==> src/rtl/mem_stage_pkg.sv <==
`default_nettype none
// ============================================================================
//  Module  : mem_stage_pkg
//  Brief   : Shared widths and FSM state encoding for the memory-access stage.
//  Revision: 1.0 - initial release
// ============================================================================
package mem_stage_pkg;

   localparam int XLEN       = 64;
   localparam int REG_ADDR_W = 5;

   // Data-memory access sequencer states
   typedef enum logic [1:0] {
      ST_IDLE   = 2'd0,
      ST_ACCESS = 2'd1,
      ST_DONE   = 2'd2
   } mem_state_t;

endpackage : mem_stage_pkg
`default_nettype wire

==> src/rtl/reg_memory_writeback.sv <==
`default_nettype none
// ============================================================================
//  Module  : reg_memory_writeback
//  Brief   : MEM/WB pipeline register; loads only when the stage is not stalled.
//  Revision: 1.0 - initial release
// ============================================================================
module reg_memory_writeback
   import mem_stage_pkg::*;
#(
   parameter int XLEN = 64
) (
   input  logic                  clk,
   input  logic                  reset,
   input  logic                  en,
   input  logic [XLEN-1:0]       readdata_in,
   input  logic [XLEN-1:0]       aluresult_in,
   input  logic [REG_ADDR_W-1:0] rd_in,
   input  logic                  regwrite_in,
   input  logic                  memtoreg_in,
   output logic [XLEN-1:0]       wb_readdata,
   output logic [XLEN-1:0]       wb_aluresult,
   output logic [REG_ADDR_W-1:0] wb_rd,
   output logic                  wb_regwrite,
   output logic                  wb_memtoreg
);

   // Capture the stage results whenever the pipeline advances
   always_ff @(posedge clk or negedge reset) begin
      if (!reset) begin
         wb_readdata  <= '0;
         wb_aluresult <= '0;
         wb_rd        <= '0;
         wb_regwrite  <= 1'b0;
         wb_memtoreg  <= 1'b0;
      end else if (en) begin
         wb_readdata  <= readdata_in;
         wb_aluresult <= aluresult_in;
         wb_rd        <= rd_in;
         wb_regwrite  <= regwrite_in;
         wb_memtoreg  <= memtoreg_in;
      end
   end

endmodule : reg_memory_writeback
`default_nettype wire

==> src/rtl/memory_access_stage.sv <==
`default_nettype none
// ============================================================================
//  Module  : memory_access_stage
//  Brief   : Pipeline MEM stage: sequences data-memory requests with a
//            req/ack handshake, stalls upstream while an access is pending,
//            resolves branches and feeds the MEM/WB register.
//  Revision: 1.0 - initial release
// ============================================================================
module memory_access_stage
   import mem_stage_pkg::*;
#(
   parameter int XLEN = 64
) (
   input  logic                  clk,
   input  logic                  reset,
   // EX/MEM register contents
   input  logic [XLEN-1:0]       Adderout,
   input  logic                  zero,
   input  logic [XLEN-1:0]       result_out_alu,
   input  logic [XLEN-1:0]       writedata_out,
   input  logic [REG_ADDR_W-1:0] rd,
   input  logic                  Branch,
   input  logic                  Memread,
   input  logic                  Memtoreg,
   input  logic                  Memwrite,
   input  logic                  Regwrite,
   input  logic                  addermuxselect,
   // Data-memory port
   output logic                  dmem_req,
   output logic                  dmem_we,
   output logic [XLEN-1:0]       dmem_addr,
   output logic [XLEN-1:0]       dmem_wdata,
   input  logic [XLEN-1:0]       dmem_rdata,
   input  logic                  dmem_ack,
   // Pipeline control
   output logic                  stall,
   output logic                  pcsrc,
   output logic [XLEN-1:0]       branch_target,
   // MEM/WB register
   output logic [XLEN-1:0]       wb_readdata,
   output logic [XLEN-1:0]       wb_aluresult,
   output logic [REG_ADDR_W-1:0] wb_rd,
   output logic                  wb_regwrite,
   output logic                  wb_memtoreg
);

   mem_state_t      r_state;
   logic [XLEN-1:0] r_load;
   logic            w_mem_op;
   logic            w_is_read;
   logic            w_stall;
   logic [XLEN-1:0] w_wb_readdata;

   // A set Memwrite wins over Memread, so "read" means read-only
   assign w_mem_op  = Memread | Memwrite;
   assign w_is_read = Memread & ~Memwrite;

   // Stall from the cycle the op is seen until its ack; released in DONE.
   // Gated by reset so an abandoned access frees the pipeline immediately.
   assign w_stall = reset & (((r_state == ST_IDLE) & w_mem_op) | (r_state == ST_ACCESS));
   assign stall   = w_stall;

   // Branch resolution; a redirect is suppressed while the stage is held
   assign pcsrc         = Branch & zero & ~w_stall;
   assign branch_target = addermuxselect ? result_out_alu : Adderout;

   // Loads return the captured data, every other instruction returns zero
   assign w_wb_readdata = w_is_read ? r_load : '0;

   // Access sequencer with registered memory-port outputs
   always_ff @(posedge clk or negedge reset) begin
      if (!reset) begin
         r_state    <= ST_IDLE;
         r_load     <= '0;
         dmem_req   <= 1'b0;
         dmem_we    <= 1'b0;
         dmem_addr  <= '0;
         dmem_wdata <= '0;
      end else begin
         case (r_state)
            ST_IDLE: begin
               if (w_mem_op) begin
                  r_state    <= ST_ACCESS;
                  dmem_req   <= 1'b1;
                  dmem_we    <= Memwrite;
                  dmem_addr  <= result_out_alu;
                  dmem_wdata <= writedata_out;
               end
            end
            ST_ACCESS: begin
               if (dmem_ack) begin
                  r_state    <= ST_DONE;
                  dmem_req   <= 1'b0;
                  dmem_we    <= 1'b0;
                  dmem_wdata <= '0;
                  if (!dmem_we) begin
                     r_load <= dmem_rdata;
                  end
               end
            end
            ST_DONE: begin
               r_state <= ST_IDLE;
            end
            default: begin
               r_state  <= ST_IDLE;
               dmem_req <= 1'b0;
               dmem_we  <= 1'b0;
            end
         endcase
      end
   end

   reg_memory_writeback #(
      .XLEN (XLEN)
   ) u_reg_memory_writeback (
      .clk          (clk),
      .reset        (reset),
      .en           (~w_stall),
      .readdata_in  (w_wb_readdata),
      .aluresult_in (result_out_alu),
      .rd_in        (rd),
      .regwrite_in  (Regwrite),
      .memtoreg_in  (Memtoreg),
      .wb_readdata  (wb_readdata),
      .wb_aluresult (wb_aluresult),
      .wb_rd        (wb_rd),
      .wb_regwrite  (wb_regwrite),
      .wb_memtoreg  (wb_memtoreg)
   );

endmodule : memory_access_stage
`default_nettype wire

==> config.mk <==
export PLATFORM = sky130hd
export DESIGN_NAME = memory_access_stage
export DESIGN_NICKNAME = d
export VERILOG_FILES = /design/src/rtl/mem_stage_pkg.sv /design/src/rtl/reg_memory_writeback.sv /design/src/rtl/memory_access_stage.sv
export SDC_FILE = /design/constraint.sdc
export NUM_CORES = 1
export LEC_CHECK = 0
export CORE_AREA = 8 8 231 233
export DETAILED_ROUTE_END_ITERATION = 6
export DIE_AREA = 0 0 239 241
export PLACE_DENSITY = 0.59
export SYNTH_ARGS = -nofsm -noshare
export SYNTH_HDL_FRONTEND = slang
export SYNTH_HIERARCHICAL = 1
export SYNTH_SLANG_ARGS = --single-unit
==> constraint.sdc <==
create_clock -name clk -period 2.5 [get_ports clk]
set_clock_uncertainty 0.15 [all_clocks]
set_input_delay 0.75 -clock clk [delete_from_list [all_inputs] [get_ports clk]]
set_output_delay 0.75 -clock clk [all_outputs]
set_load 0.01 [all_outputs]
## After elaboration in Yosys (flattened, before gate mapping)

Cells that the tools add are included.

| operators by class | value |
|---|---|
| equality and inequality tests | 4 |
| multiplexer cells | 13 |
| bitwise gates (word level) | 11 |
| reductions and logical operators | 7 |

Operators with widths:

| cell | number |
|---|---|
| 2-to-1 mux 64 bit | 4 |
| case mux 64 bit (2 select lines) | 1 |
| AND reduction 3 bit | 3 |
| case mux 1 bit (3 select lines) | 2 |
| AND 1 bit | 5 |
| 2-to-1 mux 2 bit | 2 |
| != test 2 bit (second input constant) | 2 |
| NOT 1 bit | 4 |
| case mux 2 bit (2 select lines) | 1 |
| AND reduction 2 bit | 2 |
| 2-to-1 mux 1 bit | 3 |
| == test 2 x 1 -> 1 bit (second input constant) | 1 |
| == test 2 bit (second input constant) | 1 |
| zero test 2 bit | 1 |
| OR 1 bit | 2 |
| nonzero test 2 bit | 1 |

| word-level totals | value |
|---|---|
| flip-flop bits (word level) | 331 |
| logic and storage cells | 46 |

## Depth between registers and ports, before layout

Gate-level depths: netlist (run 1).

| logic depth | value |
|---|---|
| word-level depth | 6 |
| depth in mapped cells | 6 |
| gate-level depth less buffers | 3 |

## By module

The synthesis (run 1) kept the hierarchy.

By module, submodules not included:

| module | instances | cells an instance | area each (um^2) | sequential area each (um^2) |
|---|---|---|---|---|
| memory_access_stage | 1 | 578 | 8,733.4 | 4,904.7 |
| reg_memory_writeback | 1 | 285 | 5,205.0 | 3,378.2 |

## Worst setup path before layout (run 1)

Ideal clock, no wire load.

| timing | value |
|---|---|
| path type | input port to output port |
| start point | input port addermuxselect |
| end point | output port branch_target[10] |
| arrival time | 1,637 ps |
| data required time | 1,600 ps |
| slack | -37 ps |
| cell stages on the path | 3 |
| buffers on the path | 2 |
| cell sequence | clkbuf_1 -> buf_2 -> mux2_2 |

| between the ends | value |
|---|---|
| cells in the longest elaborated chain, start to end | 1 |

Ends and longest elaborated chain:

| what | RTL line | source |
|---|---|---|
| start: declaration | memory_access_stage.sv:27 | `input logic addermuxselect,` |
| 2-to-1 mux 64 bit | memory_access_stage.sv:65 | `assign branch_target = addermuxselect ? result_out_alu : Adderout;` |
| end: declaration | memory_access_stage.sv:38 | `output logic [XLEN-1:0] branch_target,` |

No other way between the ends.

## Worst setup path after layout (run 1)

| timing | value |
|---|---|
| start point | input port Memwrite |
| end point | output port pcsrc |

| between the ends | value |
|---|---|
| cells in the longest elaborated chain, start to end | 6 |

Ends and longest elaborated chain:

| what | RTL line | source |
|---|---|---|
| start: declaration | memory_access_stage.sv:25 | `input logic Memwrite,` |
| OR 1 bit | memory_access_stage.sv:55 | `assign w_mem_op = Memread \| Memwrite;` |
| AND 1 bit | memory_access_stage.sv:60 | `assign w_stall = reset & (((r_state == ST_IDLE) & w_mem_op) \| (r_state == ST_ACCESS));` |
| OR 1 bit | memory_access_stage.sv:60 |  |
| AND 1 bit | memory_access_stage.sv:60 |  |
| NOT 1 bit | -- |  |
| AND 1 bit | memory_access_stage.sv:64 | `assign pcsrc = Branch & zero & ~w_stall;` |
| end: declaration | memory_access_stage.sv:37 | `output logic pcsrc,` |

No other way between the ends.

==> results of run 1 <==
==> how the worst max path moves through the flow <==
stage / start / to / cells past startpoint
after global routing: r_state[0]$_DFFE_PN0P_ / pcsrc / 4
final: Memwrite / pcsrc / 5
after detailed placement: Memwrite / pcsrc / 5
after floorplan: addermuxselect / branch_target[10] / 3
after CTS: r_state[0]$_DFFE_PN0P_ / pcsrc / 4
after global placement: Memwrite / pcsrc / 5
==> layer usage <==
| metal | wire (um) | vias to the layer above | GRT usage | part of all wire |
|---|---|---|---|---|
| met3 | 3950 | 60 | 0.0597 | 0.077 |
| met2 | 25400 | 381 | 0.289 | 0.50 |
| met4 | 1150 | 2 | 0.0451 | 0.023 |
| met5 | 13 | - | 0 | 0.00025 |
| met1 | 20700 | 4963 | 0.202 | 0.40 |
| li1 | - | 4504 | - | - |
==> logic make-up after synthesis <==
kind of cell	share of synthesized area
compound gates	0.0418
buf+inv	0.0336
flops	0.594
mux	0.294
simple gates	0.0365
==> stage by stage <==
| stage | hold WS, ns | util |
|---|---|---|
| floorplan | 0.304 | - |
| global placement | 0.329 | 0.432 |
| detailed placement | 0.332 | 0.432 |
| CTS | 0.0595 | 0.456 |
| global route | 0.0731 | 0.457 |
| finish | 0.0863 | 0.457 |
==> synthesized netlist by cell type, types with 2 or more instances <==
cell        n  area share
a22o_1     64       0.040
and2_1     64       0.029
buf_12      7       0.010
buf_2      28       0.010
buf_6      13       0.011
clkbuf_1    8      0.0022
dfrtp_1   331        0.59
mux2_2    217        0.18
mux2_4    110        0.12
nor2b_1     3      0.0013
o21ai_0     2     0.00072
==> power breakdown <==
part / switching (W) / internal (W)
Combinational: 0.00387 / 0.00589
Sequential: 0.00108 / 0.00738
Clock: 0.00227 / 0.00337
==> sequential cells by signal, indices dropped and copies added, names as in the netlist <==
name                                 flops
dmem_addr                               64
dmem_req                                 1
dmem_wdata                              64
dmem_we                                  1
r_load                                  64
r_state                                  2
u_reg_memory_writeback/wb_aluresult     64
u_reg_memory_writeback/wb_memtoreg       1
u_reg_memory_writeback/wb_rd             5
u_reg_memory_writeback/wb_readdata      64
u_reg_memory_writeback/wb_regwrite       1
==> repair_timing <==
action                                  4_1_cts  5_1_grt
endpoints found under the setup margin       76       21
setup buffers                                 2        0
cloned                                        8        0
resized for setup                           346       21
pin swaps                                     3        1
==> cell type report <==
class / instances / area, um2 / area share
diodes: 1 / 2.50 / 0.000110
clock buffers: 59 / 1180 / 0.0521
clock inverters: 11 / 87.6 / 0.00386
inverters: 1 / 3.75 / 0.000165
multi-input cells: 474 / 5230 / 0.230
flip-flops and latches: 331 / 8290 / 0.365
well taps: 672 / 841 / 0.0370
repair buffers: 722 / 7070 / 0.311
==> key figures, run 1 <==
Outcome
  • Outcome: finished with violations
  • Failing checks: negative setup slack

Worst setup path
  • CP Data Arrival Time: 1.70 ns
  • Critical path class: primary input to primary output
  • CP max stage cell: or3b_4
  • CP Buf/Inv Count: 2
  • Critical Path Sink Type: primary output
  • Flop-to-flop setup slack: 0.33 ns
  • Crit-path max cell delay: 0.38 ns
  • Critical Path Fanout Max: 3
  • Critical Path Source Type: primary input
  • FF-to-FF End: u_reg_memory_writeback/wb_rd[4]$_DFFE_PN0P_
  • CP required: 1.60 ns
  • Critical path, cell by cell: dlygate4sd2_1, nor3_2, or3b_4, and3_4, buf_6
  • CP top delay family: simple AND/OR/NAND/NOR gates
  • FF-to-FF path depth: 5
  • Reg2reg start: r_state[0]$_DFFE_PN0P_

Placement
  • Final HPWL DP: 37800 um
  • Area post-placement: 0.0215 mm2
  • Placer Congestion: 0.780
  • PortBufs: 601
  • Worst slack, placed: -0.763 ns
  • Post-placement cell count: 2191

Pwr
  • Leak: 10.2 nW
  • Peak VDD IR: 768 uV
  • Total power draw: 0.0239 W
  • PwrDens: 1050 mW/mm2

Floorplan
  • I/O pins: 602
  • Die area: 0.0576 mm2
  • Area of the core: 0.0497 mm2
  • Std-Cell Rows: 82
  • Die W: 239 um
  • Initial core utilization: 0.281
  • Die height: 241 um

Logic synthesis
  • Async S/R FF share, synth: 1.00
  • Cells after Synth: 863
  • FF+latch count, synth: 331
  • Synthesized cell area: 0.0139 mm2
  • Synth warn: 6
  • Seq/Total Area, Yosys: 0.594
  • EDFF count, synth: 0
  • Syn nets: 1134
  • Avg Cell Area, Syn: 16.2 um2
  • Top_reg_cell synth: dfrtp_1
  • Yosys cell types: 27

Finish
  • Commonest non-fill, non-tap cell in the layout: clkdlybuf4s50_1
  • Area growth from synthesis to layout: 62.9%
  • Most frequent cells in the layout: 465 x clkdlybuf4s50_1, 328 x dfrtp_1, 213 x mux2_2
  • Layout cells sized above 1: 0.368
  • Final Cell Area: 0.0227 mm2
  • Filler Cell Count: 4564
  • Final net count: 1841
  • Final non-filler cell total: 2271

Detailed routing
  • Vias/cell: 4.36
  • Total number of vias: 9910
  • Drt first pass iters: 4
  • Detailed Route Iter0 Violations: 477
  • WL/cell: 22.6 um
  • Post-DRT Antenna Nets: 0
  • Post-route DRC: 0
  • Final wirelength: 51200 um

Timing
  • Relative slew slack: 0.438
  • Pins Over Slew Limit: 0
  • RSZ-0062 raised after global routing: true
  • Final period util: 1.04
  • Final worst path period need: 2.60 ns
  • Final hold violation count: 0
  • Worst Tran Pin Value: 0.843 ns
  • Max Fclk: 0.385 GHz
  • Sum Neg Setup Slack: -0.0960 ns
  • Final setup fails: 1
  • Worst setup margin: -0.0960 ns

GRT
  • Largest net degree at the start of global routing: 147
  • Initial antenna violation count: 3
  • Gr ovfl total: 0
  • Global-route wire length before repair: 73500 um
  • Via count of the first global-routing pass: 11100
  • GRT Total Usage: 0.169

Clock network
  • Num Clock Sinks: 331
  • Clock latency reported for the late side of the worst-skew pair: 0.54 ns
  • Clock transition at path regs: 0.06 ns
  • Htree depth: 2
  • Clock Path Buffers: 3
  • TritonCTS clock tree: built
  • Root Driver: clkbuf_16
  • Total CTS buffers: 40
  • Post-CTS Hold Buffers: 0

Min path
  • HP Class: primary input to asynchronous set/reset pin

Flow run
  • Maxcap violations: 0
No activity file was read; power rests on OpenSTA's default activity.
==> run 2: changes to the inputs <==
--- a/config.mk
+++ b/config.mk
@@ -8,7 +8,7 @@
 export CORE_AREA = 8 8 231 233
 export DETAILED_ROUTE_END_ITERATION = 6
 export DIE_AREA = 0 0 239 241
-export PLACE_DENSITY = 0.59
+export PLACE_DENSITY = 0.68
 export SYNTH_ARGS = -nofsm -noshare
 export SYNTH_HDL_FRONTEND = slang
 export SYNTH_HIERARCHICAL = 1
==> key figures, run 2 (synthesis gave the netlist of run 1 again) <==
Pwr
  • Leak: 10.4 nW (+2.1%)
  • Peak VDD IR: 401 uV (-48%)
  • PwrDens: 1050 mW/mm2 (+0.35%)
  • Total power draw: 0.0242 W (+1.6%)

Worst setup path
  • WP depth: 5 (unchanged)
  • CP required: 1.60 ns (about the same)
  • Critical Path Sink Type: primary output
  • Reg2reg start: r_state[0]$_DFFE_PN0P_
  • Critical path class: primary input to primary output
  • CP Data Arrival Time: 1.73 ns (+0.03 ns)
  • Critical Path Fanout Max: 4 (+1)
  • CP Buf/Inv Count: 2 (unchanged)
  • Flop-to-flop setup slack: 0.11 ns (-0.22 ns)
  • Critical path, cell by cell: buf_2, nor3_2, or3b_4, and3_4, buf_6
  • CP top delay family: simple AND/OR/NAND/NOR gates
  • Setup crit start: Memwrite
  • CP endpoint: pcsrc
  • Crit-path max cell delay: 0.46 ns (+0.08 ns)
  • FF-to-FF path depth: 10 (+5)
  • CP max stage cell: or3b_4
  • Critical Path Source Type: primary input
  • FF-to-FF End: dmem_wdata[6]$_DFFE_PN0P_

Detailed routing
  • Top layer in use: met5
  • WL/cell: 22.0 um (-2.6%)
  • Final wirelength: 50100 um (-2.2%)
  • Met1 wire length: 19500 um (-5.6%)
  • Post-route DRC: 0 (unchanged)
  • Metal2 WL: 25000 um (-1.6%)
  • Detailed Route Iter0 Violations: 359 (-25%)
  • Post-DRT Antenna Nets: 0 (unchanged)
  • Vias/cell: 4.43 (+1.5%)
  • Drt first pass iters: 5 (+1)
  • Total number of vias: 10100 (+1.9%)
  • Metal3 WL: 4130 um (+4.4%)

Placement
  • Post-placement cell count: 2185 (-0.27%)
  • Area post-placement: 0.0213 mm2 (-0.50%)
  • Placer Congestion: 0.793 (+1.7%)
  • PortBufs: 601 (unchanged)
  • Final HPWL DP: 36800 um (-2.7%)

Floorplan
  • I/O pins: 602 (unchanged)
  • Area of the core: 0.0497 mm2 (unchanged)
  • Die area: 0.0576 mm2 (unchanged)
  • Initial core utilization: 0.281 (unchanged)
  • Std-Cell Rows: 82 (unchanged)
  • Die W: 239 um (unchanged)
  • Die height: 241 um (unchanged)

GRT
  • Largest net degree at the start of global routing: 148 (+0.68%)
  • Global-route wire length before repair: 72800 um (-0.85%)
  • GRT Total Usage: 0.165 (-0.00388)
  • Gr ovfl total: 0 (unchanged)
  • Initial antenna violation count: 6 (+3)
  • Via count of the first global-routing pass: 11300 (+1.9%)

Clock network
  • Clock latency reported for the late side of the worst-skew pair: 0.54 ns (about the same)
  • Clock transition at path regs: 0.06 ns (about the same)
  • TritonCTS clock tree: built
  • Clock Path Buffers: 3 (unchanged)
  • Num Clock Sinks: 331 (unchanged)
  • Total CTS buffers: 39 (-2.5%)
  • Htree depth: 2 (unchanged)
  • Root Driver: clkbuf_16

Finish
  • Layout cells sized above 1: 0.375 (+0.00688)
  • Most frequent cells in the layout: 472 x clkdlybuf4s50_1, 330 x dfrtp_1, 206 x mux2_2
  • Final non-filler cell total: 2280 (+0.40%)
  • Final net count: 1848 (+0.38%)
  • Filler Cell Count: 4461 (-2.3%)
  • Final Cell Area: 0.0230 mm2 (+1.3%)
  • Commonest non-fill, non-tap cell in the layout: clkdlybuf4s50_1
  • Area growth from synthesis to layout: 65.0%

Timing
  • Max Fclk: 0.381 GHz (-1.2%)
  • Relative slew slack: 0.417 (-0.0213)
  • Final worst path period need: 2.63 ns (+0.0316 ns)
  • Worst Tran Pin Value: 0.875 ns (+0.0319 ns)
  • Final period util: 1.05 (+0.0127)
  • Final hold violation count: 0 (unchanged)
  • Worst setup margin: -0.128 ns (-0.0316 ns)
  • Final setup fails: 3 (+2)
  • Pins Over Slew Limit: 0 (unchanged)
  • RSZ-0062 raised after global routing: true

Min path
  • HP Class: primary input to asynchronous set/reset pin

Flow run
  • Maxcap violations: 0 (unchanged)

Outcome
  • Failing checks: negative setup slack
  • Outcome: finished with violations
run 2: final cells by class:
cell class                 instances  area, um2  share of cell area
sequential                       331       8280               0.360
timing repair buffer             730       7250               0.315
multi-input combinational        474       5260               0.229
clock buffer                      53       1130              0.0491
tap                              672        841              0.0366
clock inverter                    17        229             0.00996
antenna                            2       5.00            0.000218
inverter                           1       3.75            0.000163
run 2: power breakdown:
part / total (W) / switching, W / internal [W]
Clock: 0.00597 / 0.00228 / 0.00369
Sequential: 0.00851 / 0.00114 / 0.00737
Combinational: 0.00976 / 0.00382 / 0.00594
run 2: worst min path at each step:
| stage | end | slack, ns | depth (start not counted) |
|---|---|---|---|
| 6_report | u_reg_memory_writeback/wb_readdata[25]$_DFFE_PN0P_ | 0.19 | 2 |
| 5_1_grt | dmem_wdata[53]$_DFFE_PN0P_ | 0.22 | 2 |
| 4_1_cts | dmem_wdata[53]$_DFFE_PN0P_ | 0.18 | 2 |
| 3_5_place_dp | dmem_req$_DFFE_PN0P_ | 0.32 | 1 |
| 3_3_place_gp | dmem_req$_DFFE_PN0P_ | 0.32 | 1 |
| 2_1_floorplan | dmem_addr[0]$_DFFE_PN0P_ | 0.30 | 0 |
run 2: what timing repair did:
| action | CTS | global route |
|---|---|---|
| endpoints found under the setup margin | 171 | 40 |
| pin swaps | 3 | 1 |
| gates cloned | 9 | 0 |
| hold buffers | 0 | 0 |
| endpoints found under the hold margin | 0 | 0 |
| gates resized for setup | 346 | 51 |
| setup buffers | 13 | 3 |
run 2: routing by layer:
metal | up-vias | GRT usage
met1 | 5079 | 0.195
met4 | 8 | 0.0470
met5 | - | 0
met2 | 413 | 0.281
met3 | 82 | 0.0606
li1 | 4514 | -
run 2: through the flow:
step	hold WS, ns	worst slack [ns]	setup TNS [ns]	utilization
4_1_cts	0.183	-0.186	-0.402	0.459
3_5_place_dp	0.317	-0.989	-138.71	0.430
3_3_place_gp	0.320	-0.957	-129.60	0.430
2_1_floorplan	0.304	-0.0371	-2.22	-
6_report	0.195	-0.128	-0.168	0.463
5_1_grt	0.219	-0.185	-0.316	0.463
